### config.mk
export PLATFORM = sky130hd
export DESIGN_NAME = intr_debounce_gen
export DESIGN_NICKNAME = d
export VERILOG_FILES = /design/src/rtl/rat_io_pkg.sv /design/src/rtl/btn_debounce.sv /design/src/rtl/intr_debounce_gen.sv
export SDC_FILE = /design/constraint.sdc
export NUM_CORES = 1
export LEC_CHECK = 0
export BUFFER_PORTS_ARGS = -buffer_cell sky130_fd_sc_hd__buf_2
export CORE_UTILIZATION = 50
export CTS_BUF_LIST = sky130_fd_sc_hd__clkbuf_16
export CTS_CLUSTER_DIAMETER = 30
export DETAILED_ROUTE_END_ITERATION = 8
export PLACE_DENSITY_LB_ADDON = 0.08
export SLEW_MARGIN = 25
export SYNTH_ARGS = -nofsm -noshare
export SYNTH_HDL_FRONTEND = slang
export SYNTH_SLANG_ARGS = --single-unit
### constraint.sdc
create_clock -name CLK -period 1.9 [get_ports CLK]
set_input_delay 0.38 -clock CLK [delete_from_list [all_inputs] [get_ports CLK]]
set_output_delay 0.38 -clock CLK [all_outputs]
set_load 0.02 [all_outputs]
### src/rtl/rat_io_pkg.sv
// Shared types and constants for the RAT MCU button-interrupt source.
package rat_io_pkg;

  typedef enum logic [1:0] {
    IDLE    = 2'd0,
    WAIT_HI = 2'd1,
    PRESSED = 2'd2,
    WAIT_LO = 2'd3
  } db_state_t;

  localparam int unsigned PORT_W          = 8;
  localparam int unsigned EVT_CNT_W       = 8;
  localparam logic [PORT_W-1:0] ACK_PORT_ID_DEF = 8'hFE;

endpackage

### src/rtl/btn_debounce.sv
// Two-flop synchronizer plus stable-count debounce FSM; strobes o_press_evt_c on
// an accepted press (combinational, asserted in the cycle the FSM enters PRESSED).
module btn_debounce
  import rat_io_pkg::*;
#(
  parameter int unsigned DB_CYCLES = 500000
) (
  input  logic i_clk,
  input  logic i_rst,
  input  logic i_btn,
  output logic o_press_evt_c
);

  localparam int unsigned CNT_W = $clog2(DB_CYCLES + 1);
  localparam logic [CNT_W-1:0] CNT_MAX = CNT_W'(DB_CYCLES);
  localparam logic [CNT_W-1:0] CNT_ONE = CNT_W'(1);
  localparam bit DB_ONE = (DB_CYCLES == 1);

  logic [1:0]       r_sync;
  logic             w_btn_s;
  db_state_t        r_state;
  db_state_t        w_state_nxt;
  logic [CNT_W-1:0] r_cnt;
  logic [CNT_W-1:0] w_cnt_nxt;

  assign w_btn_s = r_sync[1];

  always_ff @(posedge i_clk) begin
    if (i_rst) begin
      r_sync  <= '0;
      r_state <= IDLE;
      r_cnt   <= '0;
    end else begin
      r_sync  <= {r_sync[0], i_btn};
      r_state <= w_state_nxt;
      r_cnt   <= w_cnt_nxt;
    end
  end

  always_comb begin
    w_state_nxt   = r_state;
    w_cnt_nxt     = r_cnt;
    o_press_evt_c = 1'b0;
    case (r_state)
      IDLE: begin
        if (w_btn_s) begin
          // A single-cycle debounce window accepts the press on first sight.
          if (DB_ONE) begin
            w_state_nxt   = PRESSED;
            w_cnt_nxt     = '0;
            o_press_evt_c = 1'b1;
          end else begin
            w_state_nxt = WAIT_HI;
            w_cnt_nxt   = CNT_ONE;
          end
        end
      end
      WAIT_HI: begin
        if (!w_btn_s) begin
          w_state_nxt = IDLE;
          w_cnt_nxt   = '0;
        end else if (r_cnt == CNT_MAX) begin
          w_state_nxt   = PRESSED;
          w_cnt_nxt     = '0;
          o_press_evt_c = 1'b1;
        end else begin
          w_cnt_nxt = r_cnt + CNT_ONE;
        end
      end
      PRESSED: begin
        if (!w_btn_s) begin
          w_state_nxt = WAIT_LO;
          w_cnt_nxt   = CNT_ONE;
        end
      end
      WAIT_LO: begin
        if (w_btn_s) begin
          w_state_nxt = PRESSED;
          w_cnt_nxt   = '0;
        end else if (r_cnt == CNT_MAX) begin
          w_state_nxt = IDLE;
          w_cnt_nxt   = '0;
        end else begin
          w_cnt_nxt = r_cnt + CNT_ONE;
        end
      end
      default: begin
        w_state_nxt = IDLE;
        w_cnt_nxt   = '0;
      end
    endcase
  end

endmodule

### src/rtl/intr_debounce_gen.sv
// Button interrupt source: debounced press sets a pending level on INTR, an OUT to
// ACK_PORT_ID clears it. Define INTR_CNT_EN to build the missed-press counter EVT_CNT.
module intr_debounce_gen
  import rat_io_pkg::*;
#(
  parameter int unsigned        DB_CYCLES   = 500000,
  parameter logic [PORT_W-1:0]  ACK_PORT_ID = ACK_PORT_ID_DEF
) (
  input  logic                 CLK,
  input  logic                 RESET,
  input  logic                 BTN_IN,
  input  logic                 IO_STRB,
  input  logic [PORT_W-1:0]    PORT_ID,
  input  logic [PORT_W-1:0]    OUT_PORT,
  output logic                 INTR,
  output logic [EVT_CNT_W-1:0] EVT_CNT
);

  logic w_press_evt;
  logic w_ack;
  logic r_pending;
  logic w_unused_out_port;

  // Ack is a write to the ack port; the data value carries no meaning.
  assign w_ack             = IO_STRB && (PORT_ID == ACK_PORT_ID);
  assign w_unused_out_port = ^OUT_PORT;

  btn_debounce #(
    .DB_CYCLES (DB_CYCLES)
  ) u_btn_debounce (
    .i_clk         (CLK),
    .i_rst         (RESET),
    .i_btn         (BTN_IN),
    .o_press_evt_c (w_press_evt)
  );

  // Set has priority over ack so a press landing on the ack cycle is not lost.
  always_ff @(posedge CLK) begin
    if (RESET) begin
      r_pending <= 1'b0;
    end else if (w_press_evt) begin
      r_pending <= 1'b1;
    end else if (w_ack) begin
      r_pending <= 1'b0;
    end
  end

  assign INTR = r_pending;

`ifdef INTR_CNT_EN
  logic [EVT_CNT_W-1:0] r_evt_cnt;

  // Counts presses that arrive while one is already pending; saturating.
  always_ff @(posedge CLK) begin
    if (RESET) begin
      r_evt_cnt <= '0;
    end else if (w_ack) begin
      r_evt_cnt <= '0;
    end else if (w_press_evt && r_pending && (r_evt_cnt != '1)) begin
      r_evt_cnt <= r_evt_cnt + EVT_CNT_W'(1);
    end
  end

  assign EVT_CNT = r_evt_cnt;
`else
  assign EVT_CNT = '0;
`endif

endmodule

Word-level counts from Yosys, hierarchy flattened
Cells that the tools add are included.
- reduce and logical (&&, ||, !) cells: 5
- eq/ne operators: 9
- multiplexer cells: 18
- $add $sub $neg: 1
- operators by type and width (kind ; count):
    two-way mux 19 bit ; 5
    one-hot mux 19 bit (4 select lines) ; 1
    adder 19 x 1 -> 19 bit (second input constant) ; 1
    equality test 19 bit (second input constant) ; 1
    two-way mux 2 bit ; 6
    equality test 8 bit (second input constant) ; 1
    one-hot mux 2 bit (4 select lines) ; 1
    two-way mux 1 bit ; 5
    equality test 2 bit (second input constant) ; 2
    AND reduction 4 bit ; 1
    inequality test 3 x 1 -> 1 bit (second input constant) ; 1
    inequality test 3 bit (second input constant) ; 1
    equality test 2 x 1 -> 1 bit (second input constant) ; 1
    logical NOT 2 bit ; 1
    inequality test 2 x 1 -> 1 bit (second input constant) ; 1
    inequality test 2 bit (second input constant) ; 1
    AND reduction 2 bit ; 1
    nonzero test 2 bit ; 1
    logical AND 1 bit ; 1
- bits of input ports: 20
- output and inout bits: 9
- bits in registers: 24
- word-level logic and storage cells: 37

Longest topological paths before layout
- word-level depth: 5
- depth in mapped cells: 8
- depth with buffers taken out: 7

Modules after synthesis
Synthesis repeated with hierarchy kept, for this count alone.
- cells, all modules: 161
- area total of the unflattened synthesis: 1360.1 um^2
- by module, submodules not included (module ; times used ; area an instance (um^2) ; seq. area each (um^2) ; cells each):
    btn_debounce ; 1 ; 1237.4 ; 460.4 ; 146
    intr_debounce_gen ; 1 ; 122.6 ; 20.0 ; 15

Worst setup path before layout
OpenSTA, ideal clock, no wires.
- path kind: reg-to-reg
- start: reg u_btn_debounce.r_cnt[0]
- end: reg u_btn_debounce.r_cnt[14]
- arrival time: 1.594 ns
- path slack: 0.189 ns
- period minus slack after synthesis: 1.711 ns
- required time: 1.783 ns
- setup time: 0.117 ns
- cell stages (with the launch flop): 8
- path buffers: 1
- cells stage by stage: dfxtp_1 > ha_1 > nand3_1 > or3_1 > buf_6 > nor2_1 > o21ai_0 > a22o_1
- cells in the longest elaborated chain, start to end: 4
- elaborated cells on any way between the ends: 6
- those cells by class: add/sub: 1; eq/ne: 1; mux: 4
- ends and longest elaborated chain (item ; RTL line ; text):
    start: declaration ; btn_debounce.sv:23 ; logic [CNT_W-1:0] r_cnt;
    start signal: assignment ; btn_debounce.sv:36 ; r_cnt <= w_cnt_nxt;
    adder 19 x 1 -> 19 bit / equality test 19 bit (equally long branches) ; n/a ;
    two-way mux 19 bit (*) ; btn_debounce.sv:62, btn_debounce.sv:80 ;
    two-way mux 19 bit (on tied branches) ; btn_debounce.sv:77, btn_debounce.sv:59 ;
    one-hot mux 19 bit (4 select lines) (*) ; btn_debounce.sv:44 ; case (r_state)
Mark *: on every way between the ends. The rest lies on a longest branch, timed or not.
A chain may end at the register's enable or synchronous reset.

Worst setup path after layout
Same ends and word-level chain as after synthesis.

==> impl_metrics.py <==
metrics = {
    "power_and_ir_drop": {
        "leakage_nw": 0.577,
        "vdd_ir_drop_max_mv": 0.858,
        "p_per_area_nw_per_um2": 769,
    },
    "clocking": {
        "cts_tree": "built",
        "insertion_delay_ns": 0.26,
        "cts_setup_buffers": 0,
        "ctsResizeCount": 0,
        "cts.sinks": 24,
        "cts_hold_buffers": 0,
        "cts-root-buf": "clkbuf_16",
        "cts_buffer_depth": 2,
        "numCtsBuffers": 3,
        "htreeDepth": 1,
        "path_clk_slew_ns": 0.06,
    },
    "placement": {
        "placed_cells": 198,
        "dp_hpwl_um": 1860,
        "port_buffers": 12,
        "gp_congestion": 0.762,
    },
    "sta": {
        "worstMarginPinSlew_ns": 0.725,
        "timing.fmax_ghz": 0.581,
        "hold_viol": 0,
        "final_max_slew_viol_count": 0,
        "setup_violations": 0,
        "slew_headroom": 0.514,
        "final.period_utilization": 0.906,
        "fin_skew_ns": 0.00654,
        "min_period_ns": 1.72,
        "rsz0062_at_grt": "false",
        "setup_tns_ns": 0,
    },
    "synth": {
        "syn-cell-area_um2": 1350,
        "synth-compound-area-share": 0.168,
        "synth-xor-area-share": 0.0316,
        "syn_inst": 158,
        "synth_cell_type_count": 43,
        "synth-simple-area-share": 0.323,
        "syn_area_per_cell_um2": 8.53,
        "ys_seq_area_frac": 0.357,
        "synthMuxAreaShare": 0.0149,
        "synthAdderAreaFrac": 0.0186,
        "synth_top_family_by_area": "simple AND/OR/NAND/NOR gates",
        "synth-seq-cells": 24,
        "yosys_warnings": 0,
    },
    "outcome": {
        "status": "finished clean",
    },
    "global_route": {
        "grtUsageTotal": 0.215,
        "grt-ovfl-total": 0,
        "grt_start_max_net_pins": 18,
        "grt_pass1_wl_um": 4460,
        "first_global_vias": 1039,
        "antenna_found_initial": 0,
    },
    "floorplanning": {
        "ioPinCount": 29,
        "start_util": 0.534,
        "die_y_um": 53.9,
        "die_x_um": 53.9,
        "coreArea_um2": 2520,
        "dieArea_um2": 2910,
        "placementRows": 18,
    },
    "route": {
        "wl_per_cell_um": 13.0,
        "first_iter_violations": 23,
        "drtPass1Iterations": 4,
        "drc_errors": 0,
        "num_vias": 1161,
        "drtAntennaViolNets": 0,
        "vias_per_cell": 5.75,
        "drt-total-wl_um": 2620,
    },
    "setup_path": {
        "critPathLaunchType": "flip-flop",
        "crit_type": "flip-flop to flip-flop",
        "crit_slowest_cell": "or3_1",
        "cpPeakStageDelay_ns": 0.53,
        "critPathMaxFanout": 8,
        "crit_family": "simple AND/OR/NAND/NOR gates",
        "path_buf_inv": 0,
        "cp_num_cells": 6,
        "crit_chain": "ha_1, nand3_1, or3_1, nor2_1, o21ai_0, a22o_1",
        "cp_data_arrival_time_ns": 1.87,
        "required_ns": 2.05,
        "cp-end-kind": "flip-flop",
        "reg2reg_depth": 6,
    },
    "cells_and_area": {
        "final_cell_mix": "24 x dfxtp_1, 17 x nand2_1, 15 x nand3_1, 12 x buf_2, 11 x nor2_1",
        "layout.cells.most_common": "dfxtp_1",
        "nFillCells": 225,
        "diodes": 0,
        "layout.nets": 195,
        "drive_gt1_frac": 0.186,
        "areaGrowthSynthToFinish_pct": 12.5,
        "final_cells": 202,
    },
    "run": {
        "maxCapViolCount": 0,
    },
    "min_path": {
        "hold_depth": 2,
        "hold_class": "input port to flip-flop",
    },
}
worst paths after layout:
path,endpoint,start,slack (ns)
worst max register to register,u_btn_debounce.r_cnt[14]$_SDFFE_PP0P_,u_btn_debounce.r_cnt[0]$_SDFFE_PP0P_,0.18
worst min register to register,u_btn_debounce.r_sync[1]$_SDFF_PP0_,u_btn_debounce.r_sync[0]$_SDFF_PP0_,0.46
worst min-delay path,u_btn_debounce.r_sync[0]$_SDFF_PP0_,BTN_IN,0.33
worst max-delay path,u_btn_debounce.r_cnt[14]$_SDFFE_PP0P_,u_btn_debounce.r_cnt[0]$_SDFFE_PP0P_,0.18
report_power, final:
group | internal, mW | leakage (nW) | switching [mW]
Sequential | 0.507 | 0.194 | 0.00284
Clock | 0.419 | 0.0511 | 0.180
Combinational | 0.0194 | 0.332 | 0.0380
Total | 0.945 | 0.577 | 0.221
synthesized netlist by cell type, drive strengths merged:
library cell,n,area [um2]
o41ai,1,8.76
or3,6,37.5
buf,11,87.6
a2111oi,1,10.0
ha,2,25.0
nand2,17,63.8
conb,1,3.75
and2,1,6.26
nand3b,3,26.3
nor2b,2,12.5
nor3b,1,7.51
nor2,11,41.3
xor2,3,33.8
nor4,3,25.0
nand2b,1,6.26
a22o,3,26.3
mux2i,2,20.0
a31oi,1,6.26
o21ai,12,60.1
nand3,15,75.1
and3,3,18.8
o21a,1,7.51
nor3,7,35.0
xnor2,1,8.76
a21oi,5,28.8
nand4,5,58.8
dfxtp,24,480
a21o,3,30.0
and4bb,1,12.5
inv,5,18.8
nor4b,1,8.76
clkbuf,2,7.51
o311ai,3,48.8
kinds of logic (layout without fill, tap and decap cells):
| logic type | count (synthesis) | after routing |
|---|---|---|
| other | 1 | 8 |
| adder cells (fa/ha/maj) | 2 | 2 |
| flip-flops | 24 | 24 |
| AND/OR/NAND/NOR | 77 | 77 |
| multiplexers | 2 | 2 |
| buffers and inverters | 18 | 25 |
| XOR/XNOR | 4 | 4 |
| AO/OA/AOI/OAI | 30 | 30 |
area by class of cell:
class / instances / area (um2) / share of cell area
flip-flops and latches: 24 / 480 / 0.317
well taps: 30 / 37.5 / 0.0248
clock inverters: 1 / 30.0 / 0.0198
multi-input cells: 123 / 785 / 0.517
clock buffers: 3 / 75.1 / 0.0495
inverters: 5 / 18.8 / 0.0124
repair buffers: 16 / 90.1 / 0.0594
worst reg2reg max path, delay by kind of cell, from the launching register on:
family | cells | cell delay (ns)
fa+ha+maj | 1 | 0.22
compound gates | 2 | 0.28
flops | 1 | 0.33
simple gates | 3 | 0.79
routing by layer:
metal	vias to the layer above	wire [um]	GRT usage
li1	582	-	-
met1	547	1200	0.265
met2	30	1260	0.372
met3	2	143	0.0593
met4	0	10	0.0395
met5	-	0	0
stage by stage:
step | hold slack, ns | setup WS (ns) | total power, mW | utilization | cell area, um2
2_1_floorplan | 0.414 | 0.189 | 0.572 | - | 1370
3_3_place_gp | 0.429 | 0.0542 | 0.576 | 0.558 | 1410
3_5_place_dp | 0.450 | 0.198 | 0.578 | 0.560 | 1410
4_1_cts | 0.335 | 0.185 | 1.18 | 0.601 | 1520
5_1_grt | 0.337 | 0.0387 | 1.20 | 0.601 | 1520
6_report | 0.331 | 0.178 | 1.17 | 0.601 | 1520
flip-flops by register name (all words and copies together) (netlist names), named ones only:
signal / count
INTR: 1
u_btn_debounce.r_cnt: 19
u_btn_debounce.r_state: 1
u_btn_debounce.r_sync: 2
Note: power is estimated with default switching activity, not from simulation.
